<file path="src/rtl/run_ctrl_pkg.sv">
// Shared encodings for the debug run-control sequencer: host opcodes,
// controller states and stop reasons.
package run_ctrl_pkg;

  typedef enum logic [2:0] {
    OP_NOP     = 3'd0,
    OP_RUN     = 3'd1,
    OP_HALT    = 3'd2,
    OP_STEP    = 3'd3,
    OP_SET_BP0 = 3'd4,
    OP_SET_BP1 = 3'd5,
    OP_CLR_CNT = 3'd6,
    OP_RSVD    = 3'd7
  } op_e;

  typedef enum logic [1:0] {
    S_IDLE = 2'd0,
    S_RUN  = 2'd1,
    S_STEP = 2'd2,
    S_STOP = 2'd3
  } state_e;

  typedef enum logic [1:0] {
    RSN_HOST      = 2'd0,
    RSN_CORE_HALT = 2'd1,
    RSN_BP        = 2'd2,
    RSN_STEP_DONE = 2'd3
  } reason_e;

  function automatic logic is_active(state_e s);
    return (s == S_RUN) || (s == S_STEP);
  endfunction

endpackage

</file>
<file path="src/rtl/run_ctrl_if.sv">
// Host command channel of the run controller: valid/ready handshake with
// an opcode and a CNT_W-wide argument.
interface run_ctrl_if #(
  parameter int CNT_W = 32
);
  logic             cmd_valid;
  logic             cmd_ready;
  logic [2:0]       cmd_op;
  logic [CNT_W-1:0] cmd_arg;

  modport master (output cmd_valid, output cmd_op, output cmd_arg, input cmd_ready);
  modport slave  (input cmd_valid, input cmd_op, input cmd_arg, output cmd_ready);
endinterface

</file>
<file path="src/rtl/run_controller_bp_compare.sv">
// PC breakpoint table: NUM_BP address/enable pairs with a one-hot write port
// and a combinational match against the PC the core issues next.
module bp_compare #(
  parameter int ADDR_W = 16,
  parameter int NUM_BP = 2
) (
  input  logic              clk,
  input  logic              reset,
  input  logic [NUM_BP-1:0] wr,
  input  logic [ADDR_W-1:0] wr_addr,
  input  logic              wr_enable,
  input  logic [ADDR_W-1:0] pc,
  output logic              match
);

  logic [ADDR_W-1:0] bp_addr [NUM_BP];
  logic [NUM_BP-1:0] bp_en;

  always_ff @(posedge clk) begin
    if (!reset) begin
      // NOTE: a register table this small has an architectural reset value
      // (disabled, address 0), so it is cleared here, unlike a RAM array.
      for (int i = 0; i < NUM_BP; i++) bp_addr[i] <= '0;
      bp_en <= '0;
    end else begin
      for (int i = 0; i < NUM_BP; i++) begin
        if (wr[i]) begin
          bp_addr[i] <= wr_addr;
          bp_en[i]   <= wr_enable;
        end
      end
    end
  end

  always_comb begin
    match = 1'b0;
    for (int i = 0; i < NUM_BP; i++) begin
      if (bp_en[i] && (bp_addr[i] == pc)) match = 1'b1;
    end
  end

endmodule

</file>
<file path="src/rtl/run_controller.sv">
// Debug run-control sequencer: turns host run/halt/step commands into a
// per-cycle core clock enable, reports why the core stopped and how long it ran.
module run_controller
  import run_ctrl_pkg::*;
#(
  parameter int ADDR_W = 16,
  parameter int CNT_W  = 32,
  parameter int NUM_BP = 2
) (
  input  logic              clk,
  input  logic              reset,
  run_ctrl_if.slave         cmd,
  input  logic [ADDR_W-1:0] core_pc,
  input  logic              core_halt,
  output logic              clk_en,
  output logic              running,
  output logic              stop_valid,
  output logic [1:0]        stop_reason,
  output logic [CNT_W-1:0]  cycle_count
);

  localparam logic [CNT_W-1:0] ONE = CNT_W'(1);

  state_e            state, state_nx;
  reason_e           rsn_q, rsn_nx;
  logic [CNT_W-1:0]  step_cnt;
  logic              skip;
  logic              accept;
  op_e               op;
  logic [NUM_BP-1:0] bp_wr;
  logic              bp_hit;

  assign op            = op_e'(cmd.cmd_op);
  assign cmd.cmd_ready = (state != S_STOP);
  assign accept        = cmd.cmd_valid && cmd.cmd_ready;
  assign running       = is_active(state);
  assign stop_valid    = (state == S_STOP);
  assign stop_reason   = rsn_q;

  // Only the two SET_BPx opcodes exist, so entries beyond 1 are never written.
  always_comb begin
    bp_wr = '0;
    for (int i = 0; i < NUM_BP; i++) begin
      bp_wr[i] = accept && (i < 2) && (cmd.cmd_op == 3'(int'(OP_SET_BP0) + i));
    end
  end

  bp_compare #(
    .ADDR_W (ADDR_W),
    .NUM_BP (NUM_BP)
  ) u_bp (
    .clk       (clk),
    .reset     (reset),
    .wr        (bp_wr),
    .wr_addr   (cmd.cmd_arg[ADDR_W-1:0]),
    .wr_enable (cmd.cmd_arg[CNT_W-1]),
    .pc        (core_pc),
    .match     (bp_hit)
  );

  always_comb begin
    // NOTE: every output of this block gets a default first so no path
    // through the case leaves one unassigned and infers a latch.
    state_nx = state;
    rsn_nx   = rsn_q;
    clk_en   = 1'b0;
    case (state)
      S_IDLE: begin
        if (accept && op == OP_RUN)       state_nx = S_RUN;
        else if (accept && op == OP_STEP) state_nx = S_STEP;
      end
      S_RUN, S_STEP: begin
        if (accept && op == OP_HALT) begin
          state_nx = S_STOP;
          rsn_nx   = RSN_HOST;
        end else if (core_halt) begin
          state_nx = S_STOP;
          rsn_nx   = RSN_CORE_HALT;
        end else if (bp_hit && !skip) begin
          state_nx = S_STOP;
          rsn_nx   = RSN_BP;
        end else begin
          clk_en = 1'b1;
          if (state == S_STEP && step_cnt == ONE) begin
            state_nx = S_STOP;
            rsn_nx   = RSN_STEP_DONE;
          end
        end
      end
      default: state_nx = S_IDLE;
    endcase
  end

  always_ff @(posedge clk) begin
    if (!reset) begin
      // NOTE: state registers use non-blocking assignments so every flop
      // samples the pre-edge values regardless of statement order.
      state       <= S_IDLE;
      rsn_q       <= RSN_HOST;
      step_cnt    <= '0;
      skip        <= 1'b0;
      cycle_count <= '0;
    end else begin
      state <= state_nx;
      rsn_q <= rsn_nx;

      if (state == S_IDLE && accept && op == OP_STEP)
        step_cnt <= (cmd.cmd_arg == '0) ? ONE : cmd.cmd_arg;
      else if (state == S_STEP && clk_en)
        step_cnt <= step_cnt - ONE;

      // Resuming from a breakpoint must execute the instruction sitting on it.
      if (state == S_IDLE && accept && (op == OP_RUN || op == OP_STEP))
        skip <= 1'b1;
      else if (running)
        skip <= 1'b0;

      if (accept && op == OP_CLR_CNT)
        cycle_count <= '0;
      else if (clk_en && cycle_count != '1)
        cycle_count <= cycle_count + ONE;
    end
  end

endmodule

</file>
<file path="src/flat_wrapper.sv">
// flat-port wrapper written by rule: the top's interface ports become plain ports
module run_controller_flat import run_ctrl_pkg::*;
#(
  parameter int ADDR_W = 16,
  parameter int CNT_W  = 32,
  parameter int NUM_BP = 2
)
  (clk, reset, core_pc, core_halt, clk_en, running, stop_valid, stop_reason, cycle_count, cmd_cmd_valid, cmd_cmd_op, cmd_cmd_arg, cmd_cmd_ready);
  run_ctrl_if #(.CNT_W(CNT_W)) cmd_i ();
  input  logic clk;
  input  logic reset;
  input  logic [ADDR_W-1:0] core_pc;
  input  logic core_halt;
  output logic clk_en;
  output logic running;
  output logic stop_valid;
  output logic [1:0] stop_reason;
  output logic [CNT_W-1:0] cycle_count;
  input wire logic [$bits(cmd_i.cmd_valid)-1:0] cmd_cmd_valid;
  input wire logic [$bits(cmd_i.cmd_op)-1:0] cmd_cmd_op;
  input wire logic [$bits(cmd_i.cmd_arg)-1:0] cmd_cmd_arg;
  output wire logic [$bits(cmd_i.cmd_ready)-1:0] cmd_cmd_ready;
  assign cmd_i.cmd_valid = cmd_cmd_valid;
  assign cmd_i.cmd_op = cmd_cmd_op;
  assign cmd_i.cmd_arg = cmd_cmd_arg;
  assign cmd_cmd_ready = cmd_i.cmd_ready;
  run_controller #(.ADDR_W(ADDR_W), .CNT_W(CNT_W), .NUM_BP(NUM_BP)) u_core (.clk(clk), .reset(reset), .cmd(cmd_i), .core_pc(core_pc), .core_halt(core_halt), .clk_en(clk_en), .running(running), .stop_valid(stop_valid), .stop_reason(stop_reason), .cycle_count(cycle_count));
endmodule
</file>
<file path="config.mk">
export PLATFORM = sky130hd
export DESIGN_NAME = run_controller_flat
export DESIGN_NICKNAME = d
export VERILOG_FILES = /design/src/rtl/run_ctrl_pkg.sv /design/src/rtl/run_ctrl_if.sv /design/src/rtl/run_controller_bp_compare.sv /design/src/rtl/run_controller.sv /design/src/flat_wrapper.sv
export SDC_FILE = /design/constraint.sdc
export NUM_CORES = 1
export LEC_CHECK = 0
export BUFFER_PORTS_ARGS = -buffer_cell sky130_fd_sc_hd__buf_2
export CAP_MARGIN = 25
export CORE_MARGIN = 3
export CORE_UTILIZATION = 30
export DETAILED_ROUTE_END_ITERATION = 7
export HOLD_SLACK_MARGIN = 0.12
export PLACE_DENSITY = 0.51
export RECOVER_POWER = 25
export SYNTH_ARGS = -nofsm -noshare
export SYNTH_HDL_FRONTEND = slang
export SYNTH_SLANG_ARGS = --single-unit
</file>
<file path="constraint.sdc">
create_clock -name clk -period 5.02 [get_ports clk]
set_clock_uncertainty 0.05 [all_clocks]
set_input_delay 0 -clock clk [delete_from_list [all_inputs] [get_ports clk]]
set_output_delay 0 -clock clk [all_outputs]
set_load 0.01 [all_outputs]
</file>
==> Word-level counts from Yosys, hierarchy flattened <==
Memories as Yosys holds them, arrays and structs flattened.
Cells that the tools add are included.
W data, S select, Z words.
{ "word_totals": {"output_inout_bits": 38, "word_cells": 87, "n_memories": 1, "ram_bits": 32, "ff_bits": 71, "in_bits": 55} }
{ "classes": {"mux": 30, "n_eq_ne": 16, "addsub": 2, "bitwise": 3, "reduce_logical": 28} }
{ "mem_list": {"columns": ["memory", "words", "width", "read_ports", "rd_ports_with_merged_regs", "wr", "line", "text"], "rows": [
  ["u_core.u_bp.bp_addr", 2, 16, 2, 0, 2, "run_controller_bp_compare.sv:16", "logic [ADDR_W-1:0] bp_addr [NUM_BP];"]
]} }
{ "op_table": {"columns": ["cell", "n"], "rows": [
  ["$mux W32", 3],
  ["$add A32 B1 Y32 const B", 1],
  ["$eq A16 B16 Y1", 2],
  ["$eq A32 B1 Y1 const B", 1],
  ["$logic_not A32 Y1", 1],
  ["$mux W16", 2],
  ["$ne A32 B32 Y1 const B", 1],
  ["$sub A32 B1 Y32 const B", 1],
  ["$mux W2", 9],
  ["$logic_and A1 B1 Y1", 16],
  ["$mux W1", 15],
  ["$eq A3 B3 Y1 const B", 3],
  ["$eq A3 B2 Y1 const B", 2],
  ["$ne A5 B2 Y1 const B", 1],
  ["$eq A2 B2 Y1 const B", 2],
  ["$pmux W2 S2", 1],
  ["$reduce_and A2 Y1", 2],
  ["$reduce_bool A2 Y1", 2],
  ["$reduce_bool A4 Y1", 1],
  ["$reduce_or A2 Y1", 2],
  ["$eq A3 B1 Y1 const B", 1],
  ["$ne A3 B1 Y1 const B", 1],
  ["$eq A2 B1 Y1 const B", 1],
  ["$logic_not A2 Y1", 1],
  ["5 further kinds", 7]
]} }

==> Depth between registers and ports, before layout <==
Gate-level depths: netlist of the first run.
{ "depth": {"ltp_word": 12, "mapped_depth": 9, "ltp_nobuf": 8} }

==> By module <==
Synthesis of the first run repeated with hierarchy kept, for this count alone.
{ "unflattened": {"hier_cells": 595, "hier_area_um2": 5532.8} }
{ "modules_own_cells": {"columns": ["module", "area_each_um2", "instances", "cells_each", "seq_area_each_um2"], "rows": [
  ["run_controller", 4021.4, 1, 492, 1381.3],
  ["bp_compare", 1511.4, 1, 103, 1001.0]
]} }

==> Worst setup path after synthesis of the first run <==
No wires, ideal clock.
{ "synth_timing": {"path_kind": "register -> register", "startpoint": "reg u_core.step_cnt[0]", "endpoint": "reg u_core.step_cnt[26]", "setup_slack_ps": 2667, "path_stages_with_launch": 10, "path_buffers": 1, "setup_time_ps": 122, "arrival_time_ps": 2181, "period_less_slack_ps": 2353, "required_time_ps": 4848, "cell_sequence": "dfxtp_1 > inv_1 > ha_1 > or4b_1 > buf_2 > nor3_2 > nand4_1 > a221oi_2 > mux2i_1 > a311o_1"} }
{ "synth_between": {"elab_chain_cells": 3} }
{ "synth_lines": {"columns": ["item", "line", "text"], "rows": [
  ["start, declared", "run_controller.sv:26", "logic [CNT_W-1:0] step_cnt;"],
  ["start signal, assigned", "run_controller.sv:108", "step_cnt <= (cmd.cmd_arg == '0) ? ONE : cmd.cmd_arg;"],
  ["start signal, assigned", "run_controller.sv:110", "step_cnt <= step_cnt - ONE;"],
  ["$sub A32 B1 Y32", "run_controller.sv:110", null],
  ["$mux W32", "run_controller.sv:109", "else if (state == S_STEP && clk_en)"],
  ["$mux W32", "run_controller.sv:107", "if (state == S_IDLE && accept && op == OP_STEP)"]
]} }
Every way passes these cells. The select of a mux whose other input is x is not followed.
A chain may end at the register's enable or synchronous reset.

==> Worst setup path after layout of the first run <==
{ "layout_timing": {"startpoint": "reg u_core.state[0]", "endpoint": "reg u_core.u_bp.bp_en[1]"} }
{ "layout_between": {"elab_chain_cells": 3} }
{ "layout_lines": {"columns": ["item", "line", "text"], "rows": [
  ["start, declared", "run_controller.sv:24", "state_e state, state_nx;"],
  ["start signal, assigned", "run_controller.sv:104", "state <= state_nx;"],
  ["$ne A2 B2 Y1", "run_controller.sv:34", "assign cmd.cmd_ready = (state != S_STOP);"],
  ["$logic_and A1 B1 Y1", "run_controller.sv:35", "assign accept = cmd.cmd_valid && cmd.cmd_ready;"],
  ["$logic_and A1 B1 Y1", "run_controller.sv:44", "bp_wr[i] = accept && (i < 2) && (cmd.cmd_op == 3'(int'(OP_SET_BP0) + i));"],
  ["end signal, assigned by index", "run_controller_bp_compare.sv:29", "bp_en[i] <= wr_enable;"],
  ["end, declared", "run_controller_bp_compare.sv:17", "logic [NUM_BP-1:0] bp_en;"]
]} }
Every way passes these cells.

==> results of run 1 <==
==> flip-flops by register name, summed over array words and instances (netlist names) <==
name and cells:
u_core.skip 1, u_core.stop_reason 2, u_core.cycle_count 32, u_core.u_bp.bp_en 2, u_core.state 2, u_core.step_cnt 32
u_core.u_bp.bp_addr 32
==> repair_timing <==
item | 4_1_cts | 5_1_grt
hold buffers | 40 | 0
buffers inserted | 0 | 0
hold endpoints to repair | 70 | 0
==> synthesized netlist by cell type, types with 4 or more instances <==
cell / count
a211oi_1: 13
a21oi_1: 26
a221oi_1: 4
a22oi_1: 6
a31oi_1: 9
and2_1: 7
and3_1: 24
and4_1: 4
buf_2: 10
clkbuf_1: 34
dfxtp_1: 71
edfxtp_1: 32
ha_1: 6
inv_1: 19
mux2i_1: 18
nand2_1: 52
nand3_1: 27
nand4_1: 38
nand4b_1: 6
nor2_1: 33
nor3_1: 30
nor4_1: 28
o2111ai_1: 9
o21a_1: 4
o21ai_0: 21
o31ai_1: 30
or2_2: 10
or3_1: 9
or4_1: 24
xnor2_1: 32
xor2_1: 5
==> power by group through the flow <==
stage               combinational (mW)  sequential [mW]  clock, mW
floorplan                        0.628            0.979          0
global placement                 0.810            0.993          0
detailed placement               0.804            0.993          0
CTS                              0.831            0.974      0.682
global route                     0.917            0.983      0.713
finish                           0.828            0.975      0.664
==> kinds of logic after synthesis <==
family / Yosys count / share of synthesized area (%)
AOI/OAI and AO/OA: 147 / 17.03
xor gates and xnor gates: 37 / 5.372
adders and majority gates: 6 / 1.245
buffers and inverters: 68 / 4.626
DFF: 103 / 39.49
muxes: 18 / 2.987
and+or+nand+nor: 309 / 29.25
==> placed cells by master (no fill, tap or decap), types with 21 or more instances in the layout <==
cell,Yosys,final
dfxtp_1,71,71
buf_2,10,55
nand2_1,52,52
dlygate4sd3_1,0,40
nand4_1,38,38
clkbuf_1,34,37
nor2_1,33,33
xnor2_1,32,32
edfxtp_1,32,32
nor3_1,30,30
o31ai_1,30,30
nor4_1,28,28
nand3_1,27,27
a21oi_1,26,26
or4_1,24,24
and3_1,24,24
o21ai_0,21,21
==> layout make-up <==
type | count | area (um2) | area share (%)
multi-input combinational | 517 | 3374 | 45.98
clock buffer | 10 | 232.7 | 3.171
inverter | 19 | 71.32 | 0.9719
tap | 265 | 331.6 | 4.518
sequential | 103 | 2382 | 32.46
clock inverter | 5 | 36.28 | 0.4945
timing repair buffer | 143 | 909.6 | 12.40
==> through the flow <==
step	utilization, %	hold WS, ps
4_1_cts	37.59	166.1
2_1_floorplan	-	87.25
5_1_grt	37.46	231.4
3_5_place_dp	34.18	214.3
6_report	37.46	190.6
3_3_place_gp	34.18	212.2
==> how the worst max path moves through the flow <==
stage / startpoint / end / slack, ps / depth (start not counted)
floorplan: u_core.step_cnt[0] / u_core.step_cnt[26] / 2670 / 9
global placement: u_core.u_bp.bp_addr[0][4] / u_core.cycle_count[23] / 1850 / 7
detailed placement: u_core.u_bp.bp_addr[0][24] / u_core.cycle_count[23] / 1820 / 7
CTS: u_core.u_bp.bp_addr[0][3] / clk_en / 1580 / 7
global route: u_core.state[0] / u_core.u_bp.bp_en[1] / 1430 / 8
finish: u_core.state[0] / u_core.u_bp.bp_en[1] / 1730 / 8
==> worst max-delay path, stage by stage (launching register included) <==
cell and delay (ps):
dfxtp_1 330, ha_1 260, inv_1 120, nand3_1 200, nor2_1 810, nand3_1 140
dlygate4sd3_1 600, a21oi_1 130, dlygate4sd3_1 580
==> routing by layer <==
layer	global-route usage, %	vias up
met2	28.08	161
met4	5.545	0
met1	23.31	2771
met5	0	-
li1	-	2870
met3	2.575	22
==> summary.txt, run 1 <==
Placed design
  – Gpl congestion: around 0.78
  – Post-DP HPWL: approximately 13,000 um
  – Pre-CTS setup slack: ~1800 ps
  – Post-placement cell count: a little over 1,000
  – IO buf count: 92
  – Placed inst area: 0.006695 mm2

Timing
  – Worst-Margin Slew: 1003 ps
  – Min Tclk post-route: roughly 3300 ps
  – Worst relative slew slack: about a third
  – Setup TNS: 0 ps
  – Final Cycle Share: 65.46%
  – Final hold vios: 0
  – Achievable Freq: between 300 and 400 MHz
  – Worst setup margin: 1734 ps
  – Slew Limit Fails: 0
  – Final setup fails: 0
  – Unrepaired setup endpoints after global routing: no

GRT
  – Initial antenna violation count: 0
  – First-pass GRT wire length: 30,180 um
  – GRT Overall Usage: 17.14%
  – Number of global-route vias before repair: ~5,600
  – Aggregate global routing overflow: 0
  – Largest net degree at the start of global routing: between 60 and 70

Routing
  – Drt drc: 0
  – Highest routed layer: met4
  – WL met3: about 850 um
  – Post-Route WL: between 15,000 and 20,000 um
  – Final antenna-violating net count: 0
  – Detailed Routing Iterations Pass 1: 5
  – Iteration-0 DRC count of the detailed router: between 400 and 500
  – Wire per inst: between 15 and 20 um
  – Vias per std cell: around 5.5
  – DR vias: between 5,000 and 6,000
  – Met2 WL: 8702 um
  – DRT met1 WL: about 9100 um

Cells and area
  – Final Cell Area: between 0.007 and 0.008 mm2
  – Cell Count, Final, Fillers Out: 1,062
  – Final nets: around 850
  – Area grow syn2layout: 21.66%
  – Fill cells: between 2,000 and 2,500
  – Layout cell share with drive strength beyond 1: around an eighth
  – Diode count: 0

Critical path
  – Reg2Reg Depth: 8
  – Startpoint Class: register
  – R2R Setup Slk: 1730 ps
  – Critical Path RT: roughly 5300 ps
  – Reg2reg end: u_core.u_bp.bp_en[1]
  – Critical Path Fanout Max: 17
  – Worst Setup End Kind: register
  – FF-to-FF Start: u_core.state[0]
  – Worst Path Arrival: ~3500 ps
  – Setup CP Type: reg2reg

Synthesis
  – Area leader, netlist: dfxtp_1
  – Post-synthesis cell count: roughly 690
  – Sequential share of the synthesized area: ~40%
  – Syn avg cell area: roughly 8.8 um2
  – Main flop type after synthesis: dfxtp_1
  – Synth async-reset ratio: 0%
  – Cell Area, Synth: 0.006032 mm2
  – Net Count, Synth: roughly 750
  – Syn. warnings: 0
  – Synth top area cells: dfxtp_1 (24%), edfxtp_1 (16%), xnor2_1 (4.6%)
  – Area fraction of the dominant cell type after synthesis: 23.56%
  – Yosys cell types: 64
  – Flops & latches, synth: a little over 100
  – Post-synth EDFFs: 32

Power
  – Clock power frac: 26.9%
  – Internal power: around 1.6 mW
  – Power Total: 2.466 mW
  – Switching share of power: about a third
  – LEAKAGE: around 2.5 nW
  – Peak VDD IR: about 0.00019 V
  – PD cells: ~340 mW/mm2
  – Power share of the sequential group: 39.5%
  – Combinational share of power: 33.6%
  – Psw: about 0.86 mW

Floorplanning
  – FP Rows: 51
  – Die width: about 150 um
  – DIE AREA: between 0.02 and 0.025 mm2
  – Initial Util: a little under a third
  – Io pins: 93
  – Die height: roughly 150 um
  – Core area: about 0.02 mm2

Clocking
  – Later-pin clock latency in the skew report: 350 ps
  – CTS Sinks: 103
  – H-tree levels: 3
  – Clk buf depth: 2
  – CTS root buffer: clkbuf_16
  – Post_cts resized: 0
  – Clk slew on worst S/H paths: around 70 ps
  – Total CTS buffers: 9
  – TritonCTS clock tree: built

Min path
  – HP Class: in2reg
  – Worst hold endpoint: u_core.u_bp.bp_addr[0][0]
  – Min-Delay Startpoint: cmd_cmd_valid
  – Hold path cells: 3

Outcome
  – Run status: finished, final reports clean

Job
  – Max Cap Viol: 0
Power figures use the tool's default switching activity.
==> run 2, diff against run 1 <==
- ABC_AREA: default -> 1
- PLACE_DENSITY: 0.51 -> 0.52
- clock period: 5.02 -> 2.8 ns (I/O delays scaled with it)
==> run 2 against run 1 <==
  * Core utilization grew 0.21 points
  * Wire length is 6.8% higher
  * Critical path depth stayed put
  * Cell area rose by 9.3%
  * Worst hold slack better by 160 ps
  * Total power is 120% higher
  * Area after synthesis increased by 9.2%
  * Critical path type is now reg2out
  * Critical endpoint is now clk_en
  * Highest routed layer unchanged
==> summary.txt, run 2 <==
Cells and area
  – Area grow syn2layout: 21.77% (was 21.66%)
  – Util after Layout: 37.67% (was 37.46%)
  – Area of the multi-input gates: 0.003561 mm2 (was 0.003374 mm2)
  – Layout cell share with drive strength beyond 1: 9.622% (was 13.17%)
  – Final Cell Area: 0.008019 mm2 (was 0.007338 mm2)
  – Diode count: 0 (unchanged)
  – Most common cell after layout, fill and taps aside: nand2_1 (was dfxtp_1)
  – Cell Count, Final, Fillers Out: 1,439 (was 1,062)
  – Largest regs: u_core.cycle_count (32), u_core.step_cnt (32), u_core.u_bp.bp_addr (32) (unchanged)
  – Register area: 0.002382 mm2 (unchanged)
  – Final nets: 1,220 (was 854)
  – Most frequent cells in the layout: nand2_1 (278), nor2_1 (190), inv_1 (115) (was dfxtp_1 (71), buf_2 (55), nand2_1 (52))
  – Fill cells: 2,328 (was 2,025)

Floorplanning
  – FP Rows: 53 (was 51)
  – Io pins: 93 (unchanged)
  – Core area: 0.02129 mm2 (was 0.01959 mm2)
  – DIE AREA: 0.02376 mm2 (was 0.02184 mm2)
  – Die width: 154.2 um (was 147.8 um)
  – Die height: 154.2 um (was 147.8 um)
  – Initial Util: 30.94% (was 30.79%)

Job
  – Max Cap Viol: 0 (unchanged)

Critical path
  – Critical Path RT: 2750 ps (was 5270 ps)
  – R2R Setup Slk: 270 ps (was 1730 ps)
  – Critical path startpoint: u_core.state[1] (was u_core.state[0])
  – Reg2Reg Depth: 9 (was 8)
  – Setup CP Type: reg2out (was reg2reg)
  – Worst Setup End Kind: output port (was register)
  – Critical Path Fanout Max: 32 (was 17)
  – Reg2reg end: u_core.u_bp.bp_en[1] (unchanged)
  – Worst Path Arrival: 2490 ps (was 3530 ps)
  – Startpoint Class: register (unchanged)
  – FF-to-FF Start: u_core.state[1] (was u_core.state[0])

GRT
  – Aggregate global routing overflow: 0 (unchanged)
  – Top Usage Layer GRT: met2 (unchanged)
  – GR Layer Usage met2: 28.47% (was 28.08%)
  – Initial antenna violation count: 0 (unchanged)
  – Largest net degree at the start of global routing: 51 (was 65)
  – Met1 Track Usage GR: 22.81% (was 23.31%)
  – GRT Overall Usage: 17.09% (was 17.14%)
  – Number of global-route vias before repair: 6,502 (was 5,555)
  – First-pass GRT wire length: 32,920 um (was 30,180 um)
  – Met3 GRT Util: 3.180% (was 2.575%)

Clocking
  – Clk slew on worst S/H paths: 70 ps (about the same)
  – Total CTS buffers: 9 (unchanged)
  – Later-pin clock latency in the skew report: 360 ps (was 350 ps)
  – CTS root buffer: clkbuf_16 (unchanged)
  – H-tree levels: 3 (unchanged)
  – TritonCTS clock tree: built (unchanged)
  – CTS Sinks: 103 (unchanged)
  – Post-CTS Repair Setup Buffers: 0 (unchanged)
  – Clk buf depth: 2 (unchanged)

Routing
  – Detailed Routing Iterations Pass 1: 5 (unchanged)
  – DR vias: 6,805 (was 5,824)
  – Vias per std cell: 4.729 (was 5.484)
  – Drt drc: 0 (unchanged)
  – Post-Route WL: 20,270 um (was 18,980 um)
  – Iteration-0 DRC count of the detailed router: 320 (was 408)
  – Wire per inst: 14.08 um (was 17.87 um)
  – Final antenna-violating net count: 0 (unchanged)

Placed design
  – Post-DP HPWL: 14,910 um (was 12,680 um)
  – IO buf count: 92 (unchanged)
  – Gpl congestion: 0.8751 (was 0.7757)
  – Pre-CTS setup slack: 480.1 ps (was 1818 ps)
  – Placed inst area: 0.007366 mm2 (was 0.006695 mm2)
  – Post-placement cell count: 1,382 (was 1,006)

Synthesis
  – Syn. warnings: 0 (unchanged)
  – Post-synthesis cell count: 1,034 (was 688)
  – Main flop type after synthesis: dfxtp_1 (unchanged)
  – Synth async-reset ratio: 0% (unchanged)
  – Cell Area, Synth: 0.006585 mm2 (was 0.006032 mm2)
  – Flops & latches, synth: 103 (unchanged)
  – Net Count, Synth: 1,095 (was 749)
  – Post-synth EDFFs: 32 (unchanged)
  – Sequential share of the synthesized area: 36.18% (was 39.49%)
  – Syn avg cell area: 6.369 um2 (was 8.767 um2)
  – Most numerous cell in the Yosys netlist: nand2_1 (was dfxtp_1)
  – Synth top area cells: dfxtp_1 (22%), nand2_1 (16%), edfxtp_1 (15%) (was dfxtp_1 (24%), edfxtp_1 (16%), xnor2_1 (4.6%))
  – Area fraction of the dominant cell type after synthesis: 21.58% (was 23.56%)
  – Top cells by count, synth: nand2_1 (278), nor2_1 (191), inv_1 (114), nand3_1 (83), dfxtp_1 (71) (was dfxtp_1 (71), nand2_1 (52), nand4_1 (38), clkbuf_1 (34), nor2_1 (33))
  – Yosys cell types: 36 (was 64)
  – Area leader, netlist: dfxtp_1 (unchanged)

Power
  – Peak VDD IR: 0.0003003 V (was 0.0001893 V)
  – PD cells: 680.6 mW/mm2 (was 336.1 mW/mm2)
  – LEAKAGE: 3.568 nW (was 2.501 nW)
  – Power Total: 5.457 mW (was 2.466 mW)

Timing
  – Worst setup margin: 258.9 ps (was 1734 ps)
  – Unrepaired setup endpoints after global routing: no (unchanged)
  – Final Cycle Share: a little over 90%
  – Worst-Margin Slew: 987.4 ps (was 1003 ps)
  – Hold slack: 354.4 ps (was 190.6 ps)
  – Worst relative slew slack: 34.18% (was 32.91%)
  – Slew Limit Fails: 0 (unchanged)
  – Setup TNS: 0 ps (unchanged)
  – Final hold vios: 0 (unchanged)
  – Final setup fails: 0 (unchanged)
  – Achievable Freq: 393.5 MHz
  – Min Tclk post-route: ~2500 ps

Min path
  – Worst hold endpoint: u_core.stop_reason[0] (was u_core.u_bp.bp_addr[0][0])
  – Hold path cells: 11 (was 3)
  – HP Class: in2reg (unchanged)
  – Min-Delay Startpoint: core_pc[2] (was cmd_cmd_valid)

Outcome
  – Run status: finished, final reports clean (unchanged)
run 2: changes by cell type in the layout (fill, tap and decap cells not counted), moves of 15 or more:
cell	delta
xor2_1	+20
nand2_1	+226
nand3_1	+56
mux2i_1	-17
a21oi_1	+20
nand4_1	-15
nor4_1	-17
inv_2	+17
or4_1	-24
o31ai_1	-29
nor2_1	+157
and3_1	-24
inv_1	+96
run 2: repair_timing:
item	4_1_cts	5_1_grt
hold endpoints to repair	70	0
hold buffers	41	0
resized for setup	0	1
endpoints found under the setup margin	0	1
run 2: cell type report:
type                       count  share of cell area (%)
multi-input combinational    762                   44.41
sequential                   103                   29.71
timing repair buffer         149                   11.70
inverter                     134                   6.272
tap                          275                   4.291
clock buffer                  10                   2.855
clock inverter                 6                  0.7645
run 2: how the worst max path moves through the flow:
stage / to / slack, ps
after global routing: clk_en / 50
after detailed placement: u_core.cycle_count[8] / 480
after floorplan: u_core.step_cnt[11] / 750
after CTS: u_core.u_bp.bp_en[1] / 180
after global placement: u_core.cycle_count[8] / 450
final: clk_en / 260
run 2: metal layers:
metal	wire [um]	part of all wire, %
met5	0	0
met4	291	1.4
met3	839	4.1
met2	9507	47
met1	9627	48
run 2: cells by family after synthesis:
| family | share of synthesized area [%] |
|---|---|
| AO/OA/AOI/OAI | 6.973 |
| XOR/XNOR | 5.719 |
| adder cells (fa/ha/maj) | 1.140 |
| buffers and inverters | 9.937 |
| flip-flops | 36.18 |
| multiplexers | 0.3230 |
| AND/OR/NAND/NOR | 39.73 |
run 2: where the power goes:
part,total (mW),internal [mW],switching [mW]
sequential,1.79,1.68,0.115
clock,1.28,0.693,0.591
combinational,2.38,0.822,1.56
run 2: worst max-delay path: stages, from the launching register on:
cell and delay [ps]:
dfxtp_1 380, inv_1 60, ha_1 380, inv_1 120, nor3_2 240, buf_4 210, nand2_1 70, inv_2 440
buf_2 230
